`src/rtl/adc_scan_sequencer.sv`:
```
// adc_scan_sequencer: walks enabled ADC channels in ascending order, oversamples each via the SAR core, emits per-channel results
// Ports: start_conversion_in/continuous_in/abort_in/ch_mask_in/osr_log2_in/avg_en_in configure and control scans;
// core_start_out/core_done_in/core_result_in handshake with the SAR core; mux_sel_out drives the analog mux;
// result_out/result_ch_out/result_valid_out carry results; scan_done_out, busy_out, timeout_out report status.
module adc_scan_sequencer #(
  parameter int RAW_W = 12,
  parameter int OUT_W = 16,
  parameter int NCH = 4,
  parameter int OSR_MAX_LOG2 = 4,
  parameter int SETTLE_CYC = 8,
  parameter int TIMEOUT_CYC = 64,
  localparam int CH_W = $clog2(NCH),
  localparam int OSR_W = $clog2(OSR_MAX_LOG2 + 1)
) (
  input  logic             clk,
  input  logic             rst,
  input  logic             start_conversion_in,
  input  logic             continuous_in,
  input  logic             abort_in,
  input  logic [NCH-1:0]   ch_mask_in,
  input  logic [OSR_W-1:0] osr_log2_in,
  input  logic             avg_en_in,
  output logic             core_start_out,
  input  logic             core_done_in,
  input  logic [RAW_W-1:0] core_result_in,
  output logic [CH_W-1:0]  mux_sel_out,
  output logic [OUT_W-1:0] result_out,
  output logic [CH_W-1:0]  result_ch_out,
  output logic             result_valid_out,
  output logic             scan_done_out,
  output logic             busy_out,
  output logic             timeout_out
);
  localparam int ACC_W = RAW_W + OSR_MAX_LOG2;
  localparam int ST_W = $clog2(SETTLE_CYC + 1);
  localparam int TO_W = $clog2(TIMEOUT_CYC + 1);
  localparam logic [1:0] IDLE = 2'd0, SETTLE = 2'd1, CONV = 2'd2, EMIT = 2'd3;
  logic [1:0] state_q, state_d;
  logic [NCH-1:0] mask_q, mask_d;
  logic [OSR_W-1:0] osr_q, osr_d, osr_in;
  logic avg_q, avg_d, skip_q, skip_d, start_q, start_d, tmo_flag_q, tmo_flag_d;
  logic [CH_W-1:0] mux_q, mux_d, first_ch, nxt_ch;
  logic [ST_W-1:0] settle_q, settle_d;
  logic [TO_W-1:0] tmo_q, tmo_d;
  logic [OSR_MAX_LOG2-1:0] smp_q, smp_d;
  logic [ACC_W-1:0] acc_q, acc_d;
  logic has_next, launch;
  assign osr_in = osr_log2_in > OSR_W'(OSR_MAX_LOG2) ? OSR_W'(OSR_MAX_LOG2) : osr_log2_in;
  // descending scans so the last hit is the lowest qualifying channel
  always_comb begin
    first_ch = '0;
    nxt_ch = '0;
    has_next = 1'b0;
    for (int i = NCH - 1; i >= 0; i--) begin
      if (ch_mask_in[i]) first_ch = CH_W'(i);
      if (mask_q[i] && CH_W'(i) > mux_q) begin
        has_next = 1'b1;
        nxt_ch = CH_W'(i);
      end
    end
  end
  always_comb begin
    state_d = state_q;
    mask_d = mask_q;
    osr_d = osr_q;
    avg_d = avg_q;
    skip_d = skip_q;
    tmo_flag_d = tmo_flag_q;
    mux_d = mux_q;
    settle_d = settle_q;
    tmo_d = tmo_q;
    smp_d = smp_q;
    acc_d = acc_q;
    start_d = 1'b0;
    launch = 1'b0;
    case (state_q)
      IDLE: launch = start_conversion_in && |ch_mask_in;
      SETTLE:
        if (settle_q == ST_W'(SETTLE_CYC - 1)) begin
          state_d = CONV;
          start_d = 1'b1;
          tmo_d = '0;
          // remaining-samples counter: 2^osr - 1 more dones after the first
          smp_d = OSR_MAX_LOG2'((32'd1 << osr_q) - 32'd1);
        end else settle_d = settle_q + 1'b1;
      CONV:
        if (core_done_in) begin
          acc_d = acc_q + ACC_W'(core_result_in);
          if (smp_q == '0) begin
            state_d = EMIT;
            skip_d = 1'b0;
          end else begin
            smp_d = smp_q - 1'b1;
            start_d = 1'b1;
            tmo_d = '0;
          end
        end else if (tmo_q == TO_W'(TIMEOUT_CYC - 1)) begin
          // abandoned channel still passes through EMIT so scan sequencing is shared
          state_d = EMIT;
          skip_d = 1'b1;
          tmo_flag_d = 1'b1;
        end else tmo_d = tmo_q + 1'b1;
      default:
        if (has_next) begin
          state_d = SETTLE;
          mux_d = nxt_ch;
          settle_d = '0;
          acc_d = '0;
        end else if (continuous_in && |ch_mask_in) launch = 1'b1;
        else state_d = IDLE;
    endcase
    if (launch) begin
      state_d = SETTLE;
      mask_d = ch_mask_in;
      osr_d = osr_in;
      avg_d = avg_en_in;
      mux_d = first_ch;
      settle_d = '0;
      acc_d = '0;
    end
    if (launch && state_q == IDLE) tmo_flag_d = 1'b0;
    if (abort_in) begin
      state_d = IDLE;
      acc_d = '0;
      start_d = 1'b0;
    end
  end
  always_ff @(posedge clk) begin
    if (rst) begin
      state_q <= IDLE;
      mask_q <= '0;
      osr_q <= '0;
      avg_q <= 1'b0;
      skip_q <= 1'b0;
      tmo_flag_q <= 1'b0;
      mux_q <= '0;
      settle_q <= '0;
      tmo_q <= '0;
      smp_q <= '0;
      acc_q <= '0;
      start_q <= 1'b0;
    end else begin
      state_q <= state_d;
      mask_q <= mask_d;
      osr_q <= osr_d;
      avg_q <= avg_d;
      skip_q <= skip_d;
      tmo_flag_q <= tmo_flag_d;
      mux_q <= mux_d;
      settle_q <= settle_d;
      tmo_q <= tmo_d;
      smp_q <= smp_d;
      acc_q <= acc_d;
      start_q <= start_d;
    end
  end
  assign result_valid_out = state_q == EMIT && !skip_q;
  assign scan_done_out = state_q == EMIT && !has_next;
  assign result_out = result_valid_out ? OUT_W'(avg_q ? acc_q >> osr_q : acc_q) : '0;
  assign result_ch_out = result_valid_out ? mux_q : '0;
  assign busy_out = state_q != IDLE;
  assign core_start_out = start_q;
  assign mux_sel_out = mux_q;
  assign timeout_out = tmo_flag_q;
endmodule

```
`config.mk`:
```
export PLATFORM = sky130hd
export DESIGN_NAME = adc_scan_sequencer
export DESIGN_NICKNAME = d
export VERILOG_FILES = /design/src/rtl/adc_scan_sequencer.sv
export SDC_FILE = /design/constraint.sdc
export NUM_CORES = 1
export LEC_CHECK = 0
export ABC_AREA = 1
export CAP_MARGIN = 20
export CORE_MARGIN = 2
export CORE_UTILIZATION = 50
export DETAILED_ROUTE_END_ITERATION = 8
export GPL_TIMING_DRIVEN = 0
export HOLD_SLACK_MARGIN = 0.03
export PLACE_DENSITY_LB_ADDON = 0.1
export SLEW_MARGIN = 25
export SYNTH_ARGS = -nofsm -noshare
export SYNTH_HDL_FRONTEND = slang
export SYNTH_SLANG_ARGS = --single-unit
```
`constraint.sdc`:
```
create_clock -name clk -period 3.54 [get_ports clk]
set_input_delay 0.708 -clock clk [delete_from_list [all_inputs] [get_ports clk]]
set_output_delay 0.708 -clock clk [all_outputs]
set_load 0.1 [all_outputs]
```
Word-level counts from Yosys, hierarchy flattened
Cells that the tools add are included.

Logic and storage cells: 139. Bits in registers: 46. Input port bits: 26. Output and inout port bits: 25.

$lt $le $gt $ge: 5. Bitwise logic cells: 4. $add $sub $neg: 5. Shift-type cells: 2. Reductions and logical operators: 37. Equality and inequality tests: 21. Mux-type cells: 52.

Operators by type and width (number): 16-bit two-way mux (4); 2-bit two-way mux (18); 16-bit one-hot mux with 2 select lines (1); 7-bit two-way mux (4); 4-bit two-way mux (5); 16-bit by 12-bit adder with 16-bit output (1); 4-bit one-hot mux with 2 select lines (2); 16-bit by 3-bit right shift with 16-bit output (1); 3-bit != test, second input constant (5); 7-bit one-hot mux with 2 select lines (1); 1-bit two-way mux (13); 3-bit AND reduction (4); 2-bit nonzero test (6); 2-bit OR reduction (6); 2-bit != test, second input constant (5); 5-bit AND reduction (2); 1-bit logical AND (9); 4-bit != test, second input constant (2); 4-bit AND reduction (2); 4-bit by 1-bit subtractor with 4-bit output, second input constant (2); 7-bit by 1-bit adder with 7-bit output, second input constant (1); 7-bit by 6-bit == test with 1-bit output, second input constant (1); 2-bit one-hot mux with 3 select lines (1); 3-bit OR reduction (2); other kinds (19) (28).

Logic depth before layout (Yosys ltp)
Gate-level depths: netlist of the first run.

Depth after elaboration: 10. Mapped depth: 12.

Worst setup path before layout of the first run
OpenSTA, ideal clock, no wires.

Kind: reg2out. Start: register state_q[1]. End: output port result_out[12]. Cell stages (with the launch flop): 7. Required time: 2832 ps. Buffers on the path: 1. Path slack: -1116 ps. Data arrival time: 3948 ps. Cells stage by stage: dfxtp_1 ha_1 inv_1 nor2_1 clkbuf_1 nand2_1 nor3_1.

Cells in the longest elaborated chain, start to end: 3.

Ends and longest elaborated chain: start, declared (line 38) `logic [1:0] state_q, state_d;`; start signal, assigned (line 143) `state_q <= state_d;`; 2-bit == test (line 157) `assign result_valid_out = state_q == EMIT && !skip_q;`; 1-bit logical AND (line 157); named net result_valid_out (line 29) `output logic result_valid_out,`; 16-bit two-way mux (line 159) `assign result_out = result_valid_out ? OUT_W'(avg_q ? acc_q >> osr_q : acc_q) : '0;`; end, declared (line 27) `output logic [OUT_W-1:0] result_out,`.

The timed path passes the listed nets, and every way through them passes these cells.

Worst setup path in the final report of the first run
Start: register state_q[1]. End: output port result_out[6].

Cells in the longest elaborated chain, start to end: 3.

Ends and longest elaborated chain (line): 2-bit == test (157); 1-bit logical AND (157); 16-bit two-way mux (159).

No other way between the ends.

==> results by group, run 1 <==
Worst setup path
  • CP startpoint kind: flip-flop
  • Worst Path Required: around 2800 ps
  • Setup Crit Path Kind: flip-flop to primary output
  • Worst flop-to-flop path startpoint: acc_q[0]
  • Crit. End Element: primary output
  • Worst endpoint data arrival time: ~2700 ps
  • Reg-to-reg endpoint: acc_q[12]
  • Crit-path max FO: 10
  • R2R cell count: 10
  • Worst reg2reg setup slack: 1540 ps

Global route
  • Pin count of the biggest net entering global routing: 17
  • Met1 track demand over resource: about 36%
  • Total global routing track utilization: around 25%
  • Vias in the first global route: approximately 3,800
  • Initial antenna violation count: 0
  • Met3 Use GR: about 3.3%
  • Most Crowded Layer GR: met2
  • Overflow left after global routing: 0
  • First-pass GRT wire length: approximately 18 mm
  • Routing usage on met2: between 40% and 50%

Timing
  • Final Setup Violations: 0
  • Relative slew margins: 35.4%
  • Worst Skew: between 10 and 15 ps
  • Fin. max-slew vios: 0
  • RSZ-0062 raised after global routing: false
  • Fmax: roughly 0.3 GHz
  • WHS: around 450 ps
  • Post-route setup TNS: 0 ps
  • Crit path time final: roughly 3400 ps
  • Final setup margin: between 100 and 150 ps
  • Fin crit share: 96.0%
  • Slew @ Worst Pin: a little under 1000 ps
  • Final Hold Fails: 0

Min path
  • Min-Delay Path Depth: 2
  • Worst Hold Endpoint: timeout_out
  • Worst Hold Class: flip-flop to flip-flop
  • Hold Path Origin: timeout_out

CTS
  • Clock sink count: 45
  • CTS root buf: clkbuf_8
  • Postcts setup bufs: 0
  • Clk_lat worst skew: 310 ps
  • H-tree depth: 2
  • Clock Tree Buf Depth: 2
  • CTS tree: yes
  • CTS buffer count: 5
  • CTS clock-pin slew for the worst setup and hold paths: around 100 ps

Finish
  • Antenna Cells: 0
  • Layout overhead on the synthesized area: 18.0%
  • Layout cell share with drive strength beyond 1: slightly above 8%
  • Nets: 745
  • Post-Layout Cell Count: between 700 and 800

Status
  • Status: finished, final reports clean

Yosys
  • Synth Flop Type: dfxtp_1
  • Asr flop ratio synth: 0%
  • Mapped Area: around 3800 sq um
  • Cell with the most instances after synthesis: nand2_1
  • Ranking of synthesized cells by instance count: 198 x nand2_1, 76 x inv_1, 75 x nor2_1, 47 x a21oi_1, 47 x nand3_1
  • Synth Area per Inst: approximately 6.0 sq um
  • Synth area leaders: dfxtp_1 24%, nand2_1 19%, inv_1 7.5%
  • Leading area contributor after synthesis: dfxtp_1
  • Synth Warn #: 0
  • Synth Area in Adders: a little over 7%
  • Yosys reg bits: 45
  • Yosys cell types: between 40 and 50
  • Compound-Gate Fraction of Synth Area: roughly 16%
  • Post-synthesis mux area share: 0%
  • Syn Inst Count: 642
  • Sequential fraction of the synthesis area: about a quarter
  • Simple-gate share of the synthesized area: between 40 and 50%
  • Largest family of logic cells by synthesized area: simple AND/OR/NAND/NOR gates
  • Share of the synthesized area in the top cell type: a little under a quarter
  • Xor/xnor cell area share of the yosys netlist: 0.917%
  • Post-synth net total: approximately 690
  • Number of synthesized flops with an enable pin: 0

Place
  • GP Congestion: ~0.92
  • Post-DP HPWL: just over 8 mm
  • DP Cell Count: 790
  • Port Buf Inserts: 49
  • Post-Place Setup Slack: approximately 82 ps

Detailed routing
  • Initial DRT Pass Iterations: 5
  • Routed WL: approximately 11 mm
  • Vias: around 4,300
  • DRC violations left: 0
  • Vias per cell: ~5.4
  • Mean routed wirelength per cell: 13.2 um
  • 1st-iter DRT viols: 264
  • Post-DRT Antenna Nets: 0

Floorplanning
  • FP Rows: 31
  • CORE AREA: approximately 7300 sq um
  • Top-Level Pins: 51
  • Die Ht: roughly 91 um
  • Die area: 8360 sq um
  • Starting density of the core: approximately 52%
  • Die span in x: roughly 91 um

Power and ir drop
  • Pleak: ~2.1 nW
  • Maximum VDD drop: 0.172 mV
  • Pwr dens: 245 nW/um^2

Job
  • # Max-Cap Violations: 0
-- placed cells by master, fill, tap and decap left out, types with 3 or more instances in the layout --
cell type / Yosys / layout
nor2_4: 3 / 3
a21oi_1: 47 / 47
dfxtp_1: 45 / 45
o21ai_1: 5 / 5
nand4_1: 10 / 10
xnor2_1: 3 / 3
clkbuf_1: 4 / 4
o21bai_1: 3 / 3
buf_6: 3 / 3
nand2_1: 198 / 198
clkbuf_2: 1 / 3
nand3_2: 5 / 5
nor3_1: 5 / 4
clkbuf_8: 0 / 5
nor2_1: 75 / 75
o21ai_0: 33 / 33
ha_1: 20 / 20
buf_2: 4 / 4
inv_2: 9 / 9
or2_2: 3 / 3
clkdlybuf4s50_1: 0 / 30
dlygate4sd2_1: 0 / 17
nand3_1: 47 / 47
inv_1: 76 / 76
o22ai_1: 4 / 4
nand2_2: 5 / 5
a31oi_1: 6 / 6
buf_4: 3 / 3
-- per-layer routing --
layer,vias to the layer above,wire (um),share of wire [%]
met5,-,0,0
met2,164,4700,45
met1,1934,4950,47
met3,14,763,7.3
li1,2190,-,-
met4,0,99,0.94
-- report_power, final --
group          switching (mW)  leakage, nW  internal (mW)  total [mW]
sequential             0.0119        0.365          0.518       0.530
clock                   0.201       0.0447          0.143       0.344
combinational           0.147         1.68         0.0856       0.233
total                   0.360         2.09          0.746        1.11
-- timing repair --
item / 4_1_cts / 5_1_grt
hold buffers: 0 / 0
resized for setup: 19 / 5
endpoints found under the hold margin: 0 / 0
setup endpoints to repair: 19 / 2
-- per-stage QoR --
stage	utilization, %	instance area, sq um	power (mW)
floorplan	-	3830	0.698
CTS	61.6	4520	1.11
detailed placement	60.7	4450	0.771
global route	61.5	4510	1.16
finish	61.5	4510	1.11
global placement	60.7	4450	0.769
-- flip-flops by register name (all words and copies together) (netlist names) --
name / cells
timeout_out: 1
osr_q: 3
avg_q: 1
tmo_q: 7
state_q: 2
skip_q: 1
smp_q: 4
core_start_out: 1
mux_sel_out: 2
acc_q: 16
mask_q: 3
settle_q: 4
-- critical path, cell delays in order, from the launching register on --
cell	delay, ps
dfxtp_1	440
ha_1	200
inv_1	70
nor2_1	180
clkbuf_1	410
o21ai_0	160
inv_1	70
dlygate4sd2_1	840
-- logic make-up after synthesis --
kind of cell               count (synthesis)
DFF                                       45
adders and majority gates                 21
AOI/OAI and AO/OA                        109
xor gates and xnor gates                   4
buffers and inverters                    102
and+or+nand+nor                          361
-- final cells by class --
cell class	count	area, sq um
Inverter	87	327
Tap cell	99	124
Buffer	15	96.3
Clock buffer	5	68.8
Sequential cell	45	901
Multi-Input combinational cell	495	2510
Fill cell	733	2820
Timing Repair Buffer	49	459
Clock inverter	3	25.0
-- worst max-delay path by stage --
stage,from,end,slack [ps],depth (start not counted)
finish,state_q[1],result_out[6],140,7
global route,state_q[1],result_out[6],20,7
detailed placement,state_q[1],result_out[12],80,7
global placement,state_q[1],result_out[12],90,7
CTS,state_q[1],result_out[12],10,7
floorplan,state_q[1],result_out[12],10,6
(Power assumes the default switching activity.)
==> run 2, diff against run 1 <==
SLEW_MARGIN = unset   (was 25)
==> results of run 2 <==
No change in the layout: final DEF, timing and power equal those of run 1.
